<file path="src/rtl/instruction_fetch_unit.sv">
// instruction_fetch_unit: owns the PC, fetches from combinational imem and queues {pc, instr} for decode.
module instruction_fetch_unit #(
  parameter logic [31:0] RESET_PC   = 32'h0000_0000,
  parameter logic [31:0] PC_STEP    = 32'd4,
  parameter int          FIFO_DEPTH = 2
) (
  input  logic        clk,
  input  logic        rst,
  input  logic        fetch_en,
  output logic [31:0] imem_addr,
  input  logic [31:0] imem_rdata,
  input  logic        redirect_valid,
  input  logic [31:0] redirect_pc,
  output logic        if_valid,
  input  logic        if_ready,
  output logic [31:0] if_instr,
  output logic [31:0] if_pc,
  output logic        misalign_err
);
  localparam int AW = $clog2(FIFO_DEPTH);
  localparam int CW = $clog2(FIFO_DEPTH + 1);
  logic [31:0]   pc_q, pc_d;
  logic [31:0]   instr_q [FIFO_DEPTH];
  logic [31:0]   pcs_q [FIFO_DEPTH];
  logic [AW-1:0] rd_q, rd_d, wr_q, wr_d;
  logic [CW-1:0] count_q, count_d;
  logic          err_q, err_d;
  logic          pop, push;
  assign imem_addr    = pc_q;
  assign if_valid     = count_q != '0;
  assign if_instr     = instr_q[rd_q];
  assign if_pc        = pcs_q[rd_q];
  assign misalign_err = err_q;
  assign pop  = if_valid & if_ready;
  assign push = fetch_en & ~redirect_valid & ((count_q != CW'(FIFO_DEPTH)) | pop);
  // A redirect discards the whole queue and any handshake in the same cycle.
  always_comb begin
    pc_d    = redirect_valid ? {redirect_pc[31:2], 2'b00} : push ? pc_q + PC_STEP : pc_q;
    count_d = redirect_valid ? '0 : count_q + CW'(push) - CW'(pop);
    rd_d    = redirect_valid ? '0 : rd_q + AW'(pop);
    wr_d    = redirect_valid ? '0 : wr_q + AW'(push);
    err_d   = err_q | (redirect_valid & |redirect_pc[1:0]);
  end
  always_ff @(posedge clk or posedge rst) begin
    if (rst) begin
      pc_q    <= RESET_PC;
      rd_q    <= '0;
      wr_q    <= '0;
      count_q <= '0;
      err_q   <= 1'b0;
      for (int i = 0; i < FIFO_DEPTH; i++) begin
        instr_q[i] <= '0;
        pcs_q[i]   <= '0;
      end
    end else begin
      pc_q    <= pc_d;
      rd_q    <= rd_d;
      wr_q    <= wr_d;
      count_q <= count_d;
      err_q   <= err_d;
      if (push) begin
        instr_q[wr_q] <= imem_rdata;
        pcs_q[wr_q]   <= pc_q;
      end
    end
  end
endmodule
</file>
<file path="config.mk">
export PLATFORM = sky130hd
export DESIGN_NAME = instruction_fetch_unit
export DESIGN_NICKNAME = d
export VERILOG_FILES = /design/src/rtl/instruction_fetch_unit.sv
export SDC_FILE = /design/constraint.sdc
export NUM_CORES = 1
export LEC_CHECK = 0
export CORE_MARGIN = 2
export CORE_UTILIZATION = 51
export DETAILED_ROUTE_END_ITERATION = 8
export HOLD_SLACK_MARGIN = 0.03
export PLACE_DENSITY = 0.89
export SETUP_SLACK_MARGIN = 0.1
export SLEW_MARGIN = 20
export SYNTH_ARGS = -nofsm -noshare
export SYNTH_HDL_FRONTEND = slang
export SYNTH_SLANG_ARGS = --single-unit
</file>
<file path="constraint.sdc">
create_clock -name clk -period 7.2 [get_ports clk]
set_input_delay 1.8 -clock clk [delete_from_list [all_inputs] [get_ports clk]]
set_output_delay 1.8 -clock clk [all_outputs]
set_load 0.005 [all_outputs]
</file>
Word level (Yosys, flattened, before mapping)
Index checks and enable logic that the tools add are counted.
{"block": "classes", "n_mul": 0, "reduce_logical": 4, "n_bitwise": 9, "add_sub_neg": 5, "n_lt_le_gt_ge": 3, "div": 0, "shifts": 0, "eq_ne": 1, "mux": 15}
{"op": "$mux 32", "n": 9}
{"op": "$bwmux 64", "n": 2}
{"op": "$add 32x3->32 const B", "n": 1}
{"op": "$demux 32 s1", "n": 1}
{"op": "$and 1x1->1", "n": 4}
{"op": "$ge 2x2->1 const B", "n": 2}
{"op": "$not 1->2", "n": 2}
{"op": "$reduce_bool 2->1", "n": 2}
{"op": "$add 1x1->1", "n": 2}
{"op": "$add 2x1->2", "n": 1}
{"op": "$lt 2x1->1 const B", "n": 1}
{"op": "$mux 1", "n": 2}
{"op": "$mux 2", "n": 1}
{"op": "$ne 2x2->1 const B", "n": 1}
{"op": "$or 1x1->1", "n": 2}
{"op": "$reduce_or 2->1", "n": 1}
{"op": "$sub 2x1->2", "n": 1}
{"op": "$logic_and 1x1->1", "n": 1}
{"op": "$not 1->1", "n": 1}
{"block": "totals", "wordCells": 46, "rom_bits": 0, "inputBits": 69, "ramBits": 0, "out_inout_bits": 98, "latchBits": 0, "ff_bits": 165, "mem_count": 0}

Longest topological paths before layout
{"block": "depth", "ltp_word": 7, "depth_mapped": 8, "ltp_nobuf": 7}

Worst setup path before layout
Ideal clock, no wire load.
{"block": "synth_path", "kind": "input to register", "startpoint": "input redirect_valid", "endpoint": "register instr_q[10] (netlist name)", "required_ps": 7075, "slack_ps": 3588, "setup_ps": 125, "path_buffers": 3, "arrival_time_ps": 3487, "cell_stages": 8, "path_cell_list": "clkinv_1 clkbuf_1 nand3_1 inv_1 ha_1 clkbuf_1 buf_1 mux2_2"}
{"block": "synth_between", "elab_chain_cells": 3}
{"element": "start, declared", "line_no": "12", "source": "input logic redirect_valid,"}
{"element": "$not 1->1", "line_no": "35", "source": "assign push = fetch_en & ~redirect_valid & ((count_q != CW'(FIFO_DEPTH)) | pop);"}
{"element": "$and 1x1->1 (2 in a row)", "line_no": "35"}
{"element": "end signal, assigned by index", "line_no": "62", "source": "instr_q[wr_q] <= imem_rdata;"}
{"element": "end, declared", "line_no": "23", "source": "logic [31:0] instr_q [FIFO_DEPTH];"}
Every way passes these cells.
A chain may end at the register's enable or synchronous reset.

Final worst setup path
{"block": "layout_path", "startpoint": "input redirect_valid", "endpoint": "register instr_q[33] (netlist name)"}
Same word-level chain as after synthesis.

==> reports/summary.txt <==
CLOCKING
----------------------------------------------------------------------------
Max H-tree Level                                                           4
Clock Sink Count                                                         159
Maximum number of buffers from clock root to sink                          2
Post-CTS Setup Bufs                                                        0
Num CTS Buffers                                                           17
Buffer type at the clock tree root                              sky130_fd_sc_hd__clkbuf_16
Worst-skew pair later-pin latency                                    0.42 ns
Clock Pin Slew Worst Setup and Hold Paths                            0.06 ns
Clock tree from TritonCTS                                                yes
Number of buffers added to fix hold violations after cts                   0
Cts repair resizes                                                         0

STA
----------------------------------------------------------------------------
Final worst path period share                                          0.643
Post-Route Setup TNS                                                    0 ns
Slew of the pin with the lowest slew margin                          1.07 ns
Count of final max-slew check failures                                     0
Highest clock frequency the design can meet                          216 MHz
Count of final setup violators                                             0
Min Hold Slack                                                      0.484 ns
Hold violation count in the final report                                   0
Worst-case clock skew                                             0.00803 ns
Unrepaired setup endpoints after global routing                           no
Final min period                                                     4.63 ns
Max_slew headroom                                                      0.289

WORST SETUP PATH
----------------------------------------------------------------------------
Launching instance or port of the critical path                 redirect_valid
Worst reg-to-reg path cell count                                           6
Levels on crit path                                                        9
Maximum net fanout on the critical path                                   41
Slowest cell on the critical path                               sky130_fd_sc_hd__ha_2
Critical path startpoint category                                  input pin
Max incr delay on CP                                                 0.91 ns
Cell family with the largest share of critical-path delay       buffers and inverters
Kind of end point of the critical path                              register
Worst endpoint required time                                         7.49 ns
Critical path arrival                                                4.92 ns
Start of the worst register-to-register path                    count_q[1]$_DFF_PP0_
Buffer and inverter count on the worst path                                6
Setup CP Type                                                   input pin to register
CP cell instances                                               clkdlybuf4s50_1 -> buf_4 -> clkinv_1 -> buf_4 -> nand3_1 -> inv_1 -> ha_2 -> buf_4 -> mux2_2
Cell repeated most along the worst path                         sky130_fd_sc_hd__buf_4

PLACED DESIGN
----------------------------------------------------------------------------
Cell area after placement                                           9170 µm²
Cell Count Post-Placement                                                884
Placer congestion estimate                                             0.818
Buffers added on ports                                                   162
HPWL after DPL                                                      11700 µm

DIE
----------------------------------------------------------------------------
Total I/O pin count                                                      167
Number of placement rows                                                  44
Area of the die                                                    15600 µm²
Starting density of the core                                           0.517
Floorplan Core Area                                                14400 µm²
Width of the die                                                      125 µm
Height of the die                                                     125 µm

SYNTHESIS
----------------------------------------------------------------------------
Fraction of registers with async set or reset after synthesis           1.00
Most frequently used flop master after synthesis                sky130_fd_sc_hd__dfrtp_1
Mean instance size in the synthesized netlist                       13.1 µm²
Number of synthesis warnings                                               0
Post-synthesis register bit count                                        159
Post-Synthesis Cells                                                     568
Seq/Total Area, Yosys                                                  0.534
Post-synthesis cell area                                            7460 µm²
Count of distinct cell types in the synthesized netlist                   40
Count of flip-flops with a built-in enable after synthesis                 0

GLOBAL ROUTE
----------------------------------------------------------------------------
Remaining global-route overflow                                            0
Antenna violations before repair                                           0
Vias in the first global route                                          5697
First-pass GRT wire length                                          28600 µm
Global-route total usage across every layer                            0.230
Maximum number of pins on one net before global-route repair             101

STATUS
----------------------------------------------------------------------------
Status                                                          finished clean

MIN PATH
----------------------------------------------------------------------------
Hold path startpoint                                            misalign_err$_DFF_PP0_
Hold Path Depth                                                            1
Path class of the lowest-slack min-delay path                   register to register

ROUTE
----------------------------------------------------------------------------
Post-route DRC violation count                                             0
Number of vias in the routed layout                                     5241
Average vias per placed instance                                        5.73
Number of iterations in the first detailed-routing pass                    5
Remaining antenna violation count after routing                            0
Drt wl/cell                                                          19.1 µm
Total routed wirelength                                             17500 µm
Initial detailed-routing violation count                                 313

FINISH
----------------------------------------------------------------------------
Layout fillers                                                          1034
Final design area excluding fillers                                 9710 µm²
Layout area overhead                                                   30.2%
Layout cell share with drive strength beyond 1                         0.317
Register area                                                       3980 µm²
Total inserted antenna cells                                               0
Final cell count without fillers                                         915
Combined area of the multi-input logic cells                        3270 µm²
Nets@finish                                                              793

RUN
----------------------------------------------------------------------------
Reported max-cap violation count                                           0

POWER
----------------------------------------------------------------------------
Power Density                                                     350 nW/µm²
Leakage dissipation                                                  3.95 nW
IR Drop Worst-Case VDD                                              0.178 mV

## per-stage QoR
step | setup WS (ns) | util | power [mW]
floorplan | 1.11 | - | 1.99
global placement | 2.25 | 0.635 | 2.53
detailed placement | 2.16 | 0.635 | 2.60
CTS | 2.59 | 0.672 | 3.43
global route | 2.39 | 0.673 | 3.58
finish | 2.57 | 0.673 | 3.40
## worst reg2reg max path: cells and delay by family, from the launching register on
kind	cells	cell delay (ns)
AND/OR/NAND/NOR	2	0.48
adder cells (fa/ha/maj)	1	0.91
flip-flops	1	0.40
buffers and inverters	2	0.60
multiplexers	1	0.39
## per-layer routing
| layer | global-route usage | part of all wire |
|---|---|---|
| met1 | 0.289 | 0.42 |
| met2 | 0.391 | 0.51 |
| met3 | 0.0550 | 0.056 |
| met4 | 0.0837 | 0.014 |
| met5 | 0 | 0 |
## layout by cell type, fill, tap and decap left out, types with 8 or more instances in the layout
cell and n:
sky130_fd_sc_hd__dfrtp_1 158, sky130_fd_sc_hd__o31ai_1 10, sky130_fd_sc_hd__xor2_1 8, sky130_fd_sc_hd__mux2_2 186, sky130_fd_sc_hd__or4_1 18, sky130_fd_sc_hd__clkbuf_16 17, sky130_fd_sc_hd__a31oi_1 13, sky130_fd_sc_hd__nor2_1 17
sky130_fd_sc_hd__nand3_1 16, sky130_fd_sc_hd__o21ai_0 15, sky130_fd_sc_hd__clkdlybuf4s50_1 162, sky130_fd_sc_hd__nand2_1 24, sky130_fd_sc_hd__nand4_1 10
## cell families after synthesis
group | Yosys count | synth area share
XOR/XNOR | 11 | 0.0129
AND/OR/NAND/NOR | 111 | 0.0893
flip-flops | 159 | 0.534
multiplexers | 189 | 0.285
AO/OA/AOI/OAI | 46 | 0.0388
other | 1 | 0.000503
buffers and inverters | 46 | 0.0315
adder cells (fa/ha/maj) | 5 | 0.00839
## worst paths after layout
kind                            slack (ns)                        end
min in group asynchronous             1.96    instr_q[14]$_DFFE_PP0P_
worst min register to register        0.48     misalign_err$_DFF_PP0_
worst min-delay path                  0.48     misalign_err$_DFF_PP0_
worst max-delay path                  2.57    instr_q[33]$_DFFE_PP0P_
max in group asynchronous             3.95  imem_addr[22]$_DFFE_PP0P_
worst max register to register        4.29    instr_q[33]$_DFFE_PP0P_
## flip-flops by register name, summed over array words and instances (netlist names)
name	cells
pcs_q	60
imem_addr	30
count_q	2
rd_q	1
wr_q	1
instr_q	64
misalign_err	1
## cells in the mapped netlist (2+ instances only)
| cell | number | share of area |
|---|---|---|
| sky130_fd_sc_hd__a31oi_1 | 13 | 0.011 |
| sky130_fd_sc_hd__and3_1 | 5 | 0.0042 |
| sky130_fd_sc_hd__and3_2 | 2 | 0.0020 |
| sky130_fd_sc_hd__and4_1 | 5 | 0.0059 |
| sky130_fd_sc_hd__buf_1 | 2 | 0.0010 |
| sky130_fd_sc_hd__buf_2 | 2 | 0.0013 |
| sky130_fd_sc_hd__buf_4 | 4 | 0.0040 |
| sky130_fd_sc_hd__buf_6 | 3 | 0.0045 |
| sky130_fd_sc_hd__clkbuf_1 | 24 | 0.012 |
| sky130_fd_sc_hd__clkbuf_2 | 2 | 0.0013 |
| sky130_fd_sc_hd__clkbuf_8 | 2 | 0.0037 |
| sky130_fd_sc_hd__dfrtp_1 | 159 | 0.53 |
| sky130_fd_sc_hd__ha_1 | 5 | 0.0084 |
| sky130_fd_sc_hd__inv_1 | 6 | 0.0030 |
| sky130_fd_sc_hd__mux2_2 | 186 | 0.28 |
| sky130_fd_sc_hd__mux2i_1 | 3 | 0.0040 |
| sky130_fd_sc_hd__nand2_1 | 24 | 0.012 |
| sky130_fd_sc_hd__nand3_1 | 16 | 0.011 |
| sky130_fd_sc_hd__nand4_1 | 10 | 0.0084 |
| sky130_fd_sc_hd__nand4_4 | 2 | 0.0057 |
| sky130_fd_sc_hd__nor2_1 | 17 | 0.0086 |
| sky130_fd_sc_hd__o211ai_1 | 7 | 0.0070 |
| sky130_fd_sc_hd__o21ai_0 | 15 | 0.010 |
| sky130_fd_sc_hd__o31ai_1 | 10 | 0.010 |
| sky130_fd_sc_hd__or3_1 | 3 | 0.0025 |
| sky130_fd_sc_hd__or4_1 | 18 | 0.018 |
| sky130_fd_sc_hd__xnor2_1 | 3 | 0.0035 |
| sky130_fd_sc_hd__xor2_1 | 8 | 0.0094 |
## report_power, final
part	leakage, nW	switching [mW]	internal, mW
clock	0.270	0.330	0.487
combinational	1.79	0.387	0.794
sequential	1.89	0.194	1.21
total	3.95	0.911	2.49
## area by class of cell
cell class,count,share of cell area
Timing Repair Buffer,168,0.172
Clock inverter,8,0.00670
Sequential cell,159,0.410
Clock buffer,23,0.0482
Inverter,7,0.00322
Multi-Input combinational cell,366,0.337
Tap cell,184,0.0237
Note: power is estimated with default switching activity, not from simulation.
